[config.mk]
export PLATFORM = sky130hd
export DESIGN_NAME = mac_rr_scheduler
export DESIGN_NICKNAME = d
export VERILOG_FILES = /design/src/rtl/mac_rr_scheduler.sv
export SDC_FILE = /design/constraint.sdc
export NUM_CORES = 1
export LEC_CHECK = 0
export CORE_ASPECT_RATIO = 0.5
export CORE_MARGIN = 3
export CORE_UTILIZATION = 25
export DETAILED_ROUTE_END_ITERATION = 10
export GPL_TIMING_DRIVEN = 1
export PLACE_DENSITY = 0.64
export SLEW_MARGIN = 20
export SYNTH_ARGS = -nofsm -noshare
export SYNTH_HDL_FRONTEND = slang
export SYNTH_SLANG_ARGS = --single-unit
[constraint.sdc]
create_clock -name clk -period 4.8 [get_ports clk]
set_input_delay 0.48 -clock clk [delete_from_list [all_inputs] [get_ports clk]]
set_output_delay 0.48 -clock clk [all_outputs]
set_load 0.1 [all_outputs]
[src/rtl/mac_rr_scheduler.sv]
// mac_rr_scheduler
// Shares one serial shift-add multiplier between NREQ requesters. A
// round-robin arbiter picks a requester in IDLE, its operands are latched and
// held for the whole operation, the multiplier is started with a one-cycle
// pulse, and the product (or a watchdog error) is returned tagged with the
// requester ID. Only one operation is in flight at a time.
//
// Handshake semantics (both channels): a transfer happens on the rising clock
// edge where valid and ready are both 1. The request side is sampled only in
// IDLE, where req_ready is a one-hot grant. The response side holds rsp_valid,
// rsp_id, rsp_data and rsp_err stable from the cycle rsp_valid rises until the
// transfer edge, independent of rsp_ready.

module mac_rr_scheduler #(
    parameter int SIZE    = 8,
    parameter int NREQ    = 4,
    parameter int TIMEOUT = 64,
    parameter int IDW     = $clog2(NREQ)
) (
    input  logic                 clk,
    input  logic                 reset_n,
    input  logic [NREQ-1:0]      req_valid,
    input  logic [NREQ*SIZE-1:0] req_a,
    input  logic [NREQ*SIZE-1:0] req_b,
    output logic [NREQ-1:0]      req_ready,
    output logic                 mul_start,
    output logic [SIZE-1:0]      mul_a,
    output logic [SIZE-1:0]      mul_b,
    input  logic                 mul_done,
    input  logic [2*SIZE-1:0]    mul_out,
    output logic                 rsp_valid,
    input  logic                 rsp_ready,
    output logic [IDW-1:0]       rsp_id,
    output logic [2*SIZE-1:0]    rsp_data,
    output logic                 rsp_err,
    output logic                 busy
);

    // Watchdog only has to count up to TIMEOUT-1.
    localparam int WDW = $clog2(TIMEOUT);

    typedef enum logic [1:0] {
        IDLE  = 2'd0,
        START = 2'd1,
        WAIT  = 2'd2,
        RESP  = 2'd3
    } state_t;

    state_t          state;
    state_t          state_nxt;
    logic [IDW-1:0]  ptr;
    logic [WDW-1:0]  wd_cnt;

    logic            any_valid;
    logic [IDW-1:0]  win;
    logic            accept;
    logic            done_hit;
    logic            timeout_hit;

    // Per-requester operand views of the flat input buses.
    logic [SIZE-1:0] a_arr [NREQ];
    logic [SIZE-1:0] b_arr [NREQ];

    for (genvar g = 0; g < NREQ; g++) begin : g_slice
        assign a_arr[g] = req_a[g*SIZE +: SIZE];
        assign b_arr[g] = req_b[g*SIZE +: SIZE];
    end

    // Round-robin winner: first valid requester scanning ptr, ptr+1, ... mod NREQ.
    always_comb begin
        logic [IDW:0] idx;
        any_valid = 1'b0;
        win       = '0;
        idx       = '0;
        for (int k = 0; k < NREQ; k++) begin
            idx = {1'b0, ptr} + (IDW+1)'(k);
            if (idx >= (IDW+1)'(NREQ)) begin
                idx = idx - (IDW+1)'(NREQ);
            end
            if (!any_valid && req_valid[idx[IDW-1:0]]) begin
                any_valid = 1'b1;
                win       = idx[IDW-1:0];
            end
        end
    end

    // State register.
    always_ff @(posedge clk or negedge reset_n) begin
        if (!reset_n) begin
            state <= IDLE;
        end else begin
            state <= state_nxt;
        end
    end

    // Next-state and control outputs. req_ready is also gated by reset_n so
    // the grant drops the instant reset is asserted.
    always_comb begin
        state_nxt   = state;
        req_ready   = '0;
        mul_start   = 1'b0;
        rsp_valid   = 1'b0;
        accept      = 1'b0;
        done_hit    = 1'b0;
        timeout_hit = 1'b0;
        case (state)
            IDLE: begin
                if (any_valid && reset_n) begin
                    req_ready[win] = 1'b1;
                    accept         = 1'b1;
                    state_nxt      = START;
                end
            end
            START: begin
                mul_start = 1'b1;
                state_nxt = WAIT;
            end
            WAIT: begin
                // A done arriving in the timeout cycle still delivers the product.
                if (mul_done) begin
                    done_hit  = 1'b1;
                    state_nxt = RESP;
                end else if (wd_cnt == WDW'(TIMEOUT-1)) begin
                    timeout_hit = 1'b1;
                    state_nxt   = RESP;
                end
            end
            RESP: begin
                rsp_valid = 1'b1;
                if (rsp_ready) begin
                    state_nxt = IDLE;
                end
            end
            default: state_nxt = IDLE;
        endcase
    end

    assign busy = (state != IDLE);

    // Datapath: operand capture, pointer advance, watchdog, response capture.
    always_ff @(posedge clk or negedge reset_n) begin
        if (!reset_n) begin
            ptr      <= '0;
            mul_a    <= '0;
            mul_b    <= '0;
            rsp_id   <= '0;
            rsp_data <= '0;
            rsp_err  <= 1'b0;
            wd_cnt   <= '0;
        end else begin
            if (accept) begin
                mul_a  <= a_arr[win];
                mul_b  <= b_arr[win];
                rsp_id <= win;
                ptr    <= (win == IDW'(NREQ-1)) ? '0 : win + 1'b1;
            end
            if (state == START) begin
                wd_cnt <= '0;
            end else if (state == WAIT) begin
                wd_cnt <= wd_cnt + 1'b1;
            end
            if (done_hit) begin
                rsp_data <= mul_out;
                rsp_err  <= 1'b0;
            end else if (timeout_hit) begin
                rsp_data <= '0;
                rsp_err  <= 1'b1;
            end
        end
    end

endmodule

# Yosys cells after proc, flatten, opt, wreduce, memory -nomap -nowiden
# Index checks and enable logic that the tools add are counted.
[totals]
reg_bits = 45
input_bits = 88
out_inout_bits = 42
word_cells = 101
[classes]
addsub = 9
n_lt_le_gt_ge = 11
eq_ne = 8
muxes = 51
bitwise = 1
reduce_logical = 13
[ops]
columns = ["operator", "count"]
rows = [
  ["8-bit binary-select mux with 2-bit select", 2],
  ["16-bit two-way mux", 2],
  ["8-bit two-way mux", 4],
  ["2-bit two-way mux", 13],
  ["1-bit two-way mux", 20],
  ["2-bit by 3-bit less-than comparator with 1-bit output, second input constant", 5],
  ["3-bit greater-or-equal comparator, second input constant", 4],
  ["6-bit two-way mux", 2],
  ["1-bit binary-select mux with 2-bit select", 4],
  ["4-bit two-way mux", 2],
  ["2-bit one-hot mux with 4 select lines", 1],
  ["2-bit by 1-bit subtractor with 2-bit output, second input constant", 4],
  ["2-bit by 2-bit adder with 3-bit output, second input constant", 2],
  ["6-bit by 1-bit adder with 6-bit output, second input constant", 1],
  ["2-bit equality test, second input constant", 3],
  ["6-bit equality test, second input constant", 1],
  ["2-bit nonzero test", 3],
  ["1-bit logical AND", 5],
  ["2-bit != test, second input constant", 2],
  ["2-bit by 1-bit adder with 3-bit output, second input constant", 1],
  ["2-bit by 3-bit greater-or-equal comparator with 1-bit output, second input constant", 1],
  ["1-bit zero test", 3],
  ["3-bit != test, second input constant", 1],
  ["2-bit NOT with 3-bit output", 1],
  ["6 further kinds", 6],
]

# Depth between registers and ports, before layout
[logic_depth]
ltp_word = 20
mapped_depth = 9

# Worst setup path after synthesis
# Ideal clock, no wire load.
[synth_path]
kind = "register to output"
start = "register ptr[1]"
end = "output req_ready[1]"
arrival_ns = 3.246
required_ns = 4.320
slack_ns = 1.074
path_stages_with_launch = 6
cell_sequence = "dfrtp_1 > nor2b_1 > o21ai_2 > nand3_2 > buf_4 > nor3_1"
[synth_between]
elab_chain_cells = 20
[synth_rtl]
columns = ["item", "line_no", "source"]
rows = [
  ["start, declared", "51", "logic [IDW-1:0] ptr;"],
  ["start signal, assigned", "155", "ptr <= (win == IDW'(NREQ-1)) ? '0 : win + 1'b1;"],
  ["branches (longest 18 deep; another with 2-bit by 1-bit adder with 3-bit output)", "-", ""],
  ["4-bit two-way mux *", "108", "if (any_valid && reset_n) begin"],
  ["4-bit two-way mux *", "106", "case (state)"],
  ["end, declared", "25", "output logic [NREQ-1:0] req_ready,"],
]
# Mark *: on every way between the ends. The select of a mux whose other input is x is not followed.

# Worst setup path after layout
[layout_path]
start = "input req_valid[3]"
end = "output req_ready[3]"
[layout_between]
elab_chain_cells = 18
[layout_rtl]
columns = ["item", "line_no", "source"]
rows = [
  ["start, declared", "22", "input logic [NREQ-1:0] req_valid,"],
  ["1-bit binary-select mux with 2-bit select", "80", "if (!any_valid && req_valid[idx[IDW-1:0]]) begin"],
  ["1-bit two-way mux (not written as such)", "80", ""],
  ["1-bit two-way mux", "80", ""],
  ["1-bit zero test", "80", ""],
  ["1-bit logical AND", "80", ""],
  ["1-bit two-way mux", "80", ""],
  ["1-bit zero test", "80", ""],
  ["1-bit logical AND", "80", ""],
  ["(+2 left out)", "-", ""],
  ["1-bit logical AND", "80", ""],
  ["2-bit two-way mux", "80", ""],
  ["2-bit by 3-bit less-than comparator with 1-bit output (not written as such) or 2-bit by 1-bit greater-or-equal comparator with 1-bit output (tied branches)", "109", "req_ready[win] = 1'b1;"],
  ["1-bit logical AND (not written as such)", "109", ""],
  ["1-bit two-way mux (not written as such)", "109", ""],
  ["1-bit demux with 2-bit select", "109", ""],
  ["4-bit two-way mux *", "108", ""],
  ["4-bit two-way mux *", "106", ""],
]
# Every way passes the cells marked *; elsewhere a longest branch is shown, timed or not. The select of a mux whose other input is x is not followed.

==> impl_metrics.csv <==
group,metric,value,unit
layout,design_area,4300,µm²
clock_network,cts.clk_slew.worst_paths,0.06,ns
synth,synth_edf_count,0,
synth,yosysWarnings,0,
clock_network,clockBufferDepth,2,
route,met3_length,471,µm
synth,synthArstFlopShare,100,%
sta,whs,0.351,ns
sta,worst_slack,1.45,ns
power,netSwitchingFraction,57.2,%
critical_path,reg2reg_to,"mul_a[6]",
sta,finalHoldViolations,0,
layout,area_growth,54.6,%
critical_path,slowest_stage,"clkdlybuf4s50_1",
sta,tns,0,ns
critical_path,cp_max_fo,17,
route,wl_met2,4260,µm
route,first_pass_iters,4,
clock_network,post_cts_resized,0,
critical_path,reg2reg_from,"ptr[1]",
route,drc_errors,0,
synth,yosysSeqAreaShare,40.5,%
critical_path,worstPathRequired,4.32,ns
critical_path,r2r_cells,6,
synth,avgSynthCellArea,9.64,µm²
layout,fin_util,40.9,%
power,p_leak,1.85,nW
run,cap_violations,0,
critical_path,path_cells,"clkdlybuf4s50_1 -> nor2b_1 -> o21ai_2 -> nand3_2 -> inv_2 -> ha_1 -> and2_1 -> buf_4",
placed_design,dp_cells,541,
placed_design,numPortBuffers,129,
run_status,status,"finished clean",
floorplan,die_y,80.5,µm
route,wl_per_cell,15.5,µm
route,dr.first_iter.drc_count,170,
sta,rsz0062_at_grt,"no",
power,p_comb_share,66.9,%
floorplan,io_pins,130,
sta,finalSetupViolCount,0,
power,p_total,3.18,mW
floorplan,dieArea,12500,µm²
clock_network,cts_buffers,5,
placed_design,postPlaceCellArea,4140,µm²
sta,slew_headroom,32.8,%
floorplan,rows,26,
synth,synth_cell_type_count,48,
route,ant_nets,0,
global_route,grt_pass1_wl,13200,µm
placed_design,place.gp.congestion,0.770,
clock_network,postCtsSetupRepairBufs,0,
sta,finalCritPeriodShare,69.9,%
power,powerDensity,740,nW/µm²
critical_path,end_kind,"primary output",
route,met1_length,3710,µm
power,clkPwrFrac,12.2,%
layout,drive_gt1_share,12.3,%
synth,ys_seq_elements,45,
clock_network,insertion_delay,0.29,ns
global_route,first_global_vias,2492,
floorplan,core,10500,µm²
sta,clock-skew-final,0.00468,ns
layout,nNetsFinal,502,
placed_design,hpwl,6400,µm
synth,netlist.top_cell.by_area,"dfrtp_1",
floorplan,start_util,26.4,%
clock_network,cts-root-buf,"clkbuf_16",
synth,yosys.area.top_type_share,40.5,%
critical_path,reg2reg_setup_slack,2.37,ns
power,p_int,1.36,mW
sta,min_period,3.35,ns
sta,fmax,298,MHz
critical_path,crit_type,"input pin to primary output",
power,p_sw,1.82,mW
route,top_layer,"met4",
global_route,grt_max_degree,47,
placed_design,dp_slack,1.47,ns
global_route,gr-total-overflow,0,
synth,synth_top_flop_cell,"dfrtp_1",
floorplan,die_w,155,µm
power,sequentialPowerShare,20.8,%
route,avgViaCountPerCell,4.66,
synth,synthCells,288,
layout,fin_cells,548,
synth,synthTopCellsByArea,"dfrtp_1 (41%), nand2_1 (7.8%), mux2i_1 (6.1%)",
route,vias,2551,
clock_network,cts_tree,"yes",
sta,worst_slew_pin_slew,1.00,ns
critical_path,crit_path_start_kind,"input pin",
worst_hold_path,worstHoldPathType,"input pin to async pin",
route,wl,8510,µm
synth,syn_area,2780,µm²
layout,n_antenna_cell,0,
sta,slew_violations,0,
critical_path,arrival,2.87,ns
critical_path,slowest_delay,0.58,ns
clock_network,htree_levels,2,
global_route,antenna_found_initial,0,
synth,syn-num-nets,382,
global_route,grt_usage,13.4,%
clock_network,ctsHoldBuffers,0,
clock_network,cts.sinks,45,
power,max-vdd-ir-drop,0.379,mV
## synthesized netlist by cell type, types with 3 or more instances
cell type,instances
o21ai_0,3
o211ai_1,8
clkbuf_1,6
nand2b_1,4
and2_1,3
buf_2,6
nand3_1,17
nand2_1,58
o211ai_2,8
nor2_1,9
mux2i_1,17
dfrtp_1,45
buf_6,4
inv_1,8
ha_1,6
o31ai_1,16
a21bo_4,8
a21oi_1,5
nand4_1,18
a21bo_2,7
## logic make-up (layout without fill, tap and decap cells)
family / count (synthesis) / count (layout) / synth area share [%]
compound gates: 68 / 68 / 22.9
xor+xnor: 2 / 2 / 0.631
fa+ha+maj: 6 / 6 / 2.70
buf+inv: 28 / 148 / 5.40
flops: 45 / 45 / 40.5
mux: 18 / 18 / 6.53
simple gates: 121 / 121 / 21.3
## critical path: cells and delay by family
| kind | cells | cell delay [ns] |
|---|---|---|
| compound gates | 1 | 0.55 |
| fa+ha+maj | 1 | 0.14 |
| buf+inv | 3 | 1.04 |
| simple gates | 3 | 0.66 |
## state kept, by name, indices dropped and copies added, names as in the netlist
register  count
state         2
rsp_data     16
mul_b         8
mul_a         8
rsp_err       1
rsp_id        2
ptr           2
wd_cnt        6
## cell usage in the layout, fill, tap and decap left out, drive strengths merged, types with 4 or more instances in the layout
cell type / n
dfrtp: 45
nor2: 10
a21bo: 16
clkbuf: 5
o21ai: 7
o31ai: 16
nand2b: 4
inv: 9
clkdlybuf4s50: 124
a21oi: 6
nand2: 58
ha: 6
nand4: 18
mux2i: 17
buf: 8
o211ai: 16
nand3: 19
## how the worst max path moves through the flow
stage                       startpoint           end  cells past startpoint
after global placement    req_valid[3]  req_ready[3]                      8
after CTS                 req_valid[3]  req_ready[3]                      8
final                     req_valid[3]  req_ready[3]                      8
after detailed placement  req_valid[3]  req_ready[3]                      8
after floorplan                 ptr[1]  req_ready[1]                      5
after global routing      req_valid[3]  req_ready[3]                      8
## metal layers
layer  vias to the layer above  global-route usage (%)
met5                         -                       0
met4                         0                    2.91
met3                         7                    3.44
met2                        60                    23.2
met1                      1205                    16.9
li1                       1279                       -
## power groups by stage
stage / registers, mW / logic, mW / clock network [mW]
after detailed placement: 0.664 / 2.15 / 0
final: 0.662 / 2.13 / 0.389
after floorplan: 1.59 / 0.712 / 0
after CTS: 0.662 / 2.15 / 0.404
after global routing: 0.680 / 2.24 / 0.419
after global placement: 0.662 / 2.12 / 0
## layout make-up
cell class                      count  area, µm²
Multi-Input combinational cell    215       1500
Sequential cell                    45       1130
Fill cell                        1059       6210
Tap cell                          140        175
Inverter                            9       33.8
Clock inverter                      2       35.0
Clock buffer                        5        125
Timing Repair Buffer              132       1300
Power figures use the tool's default switching activity.
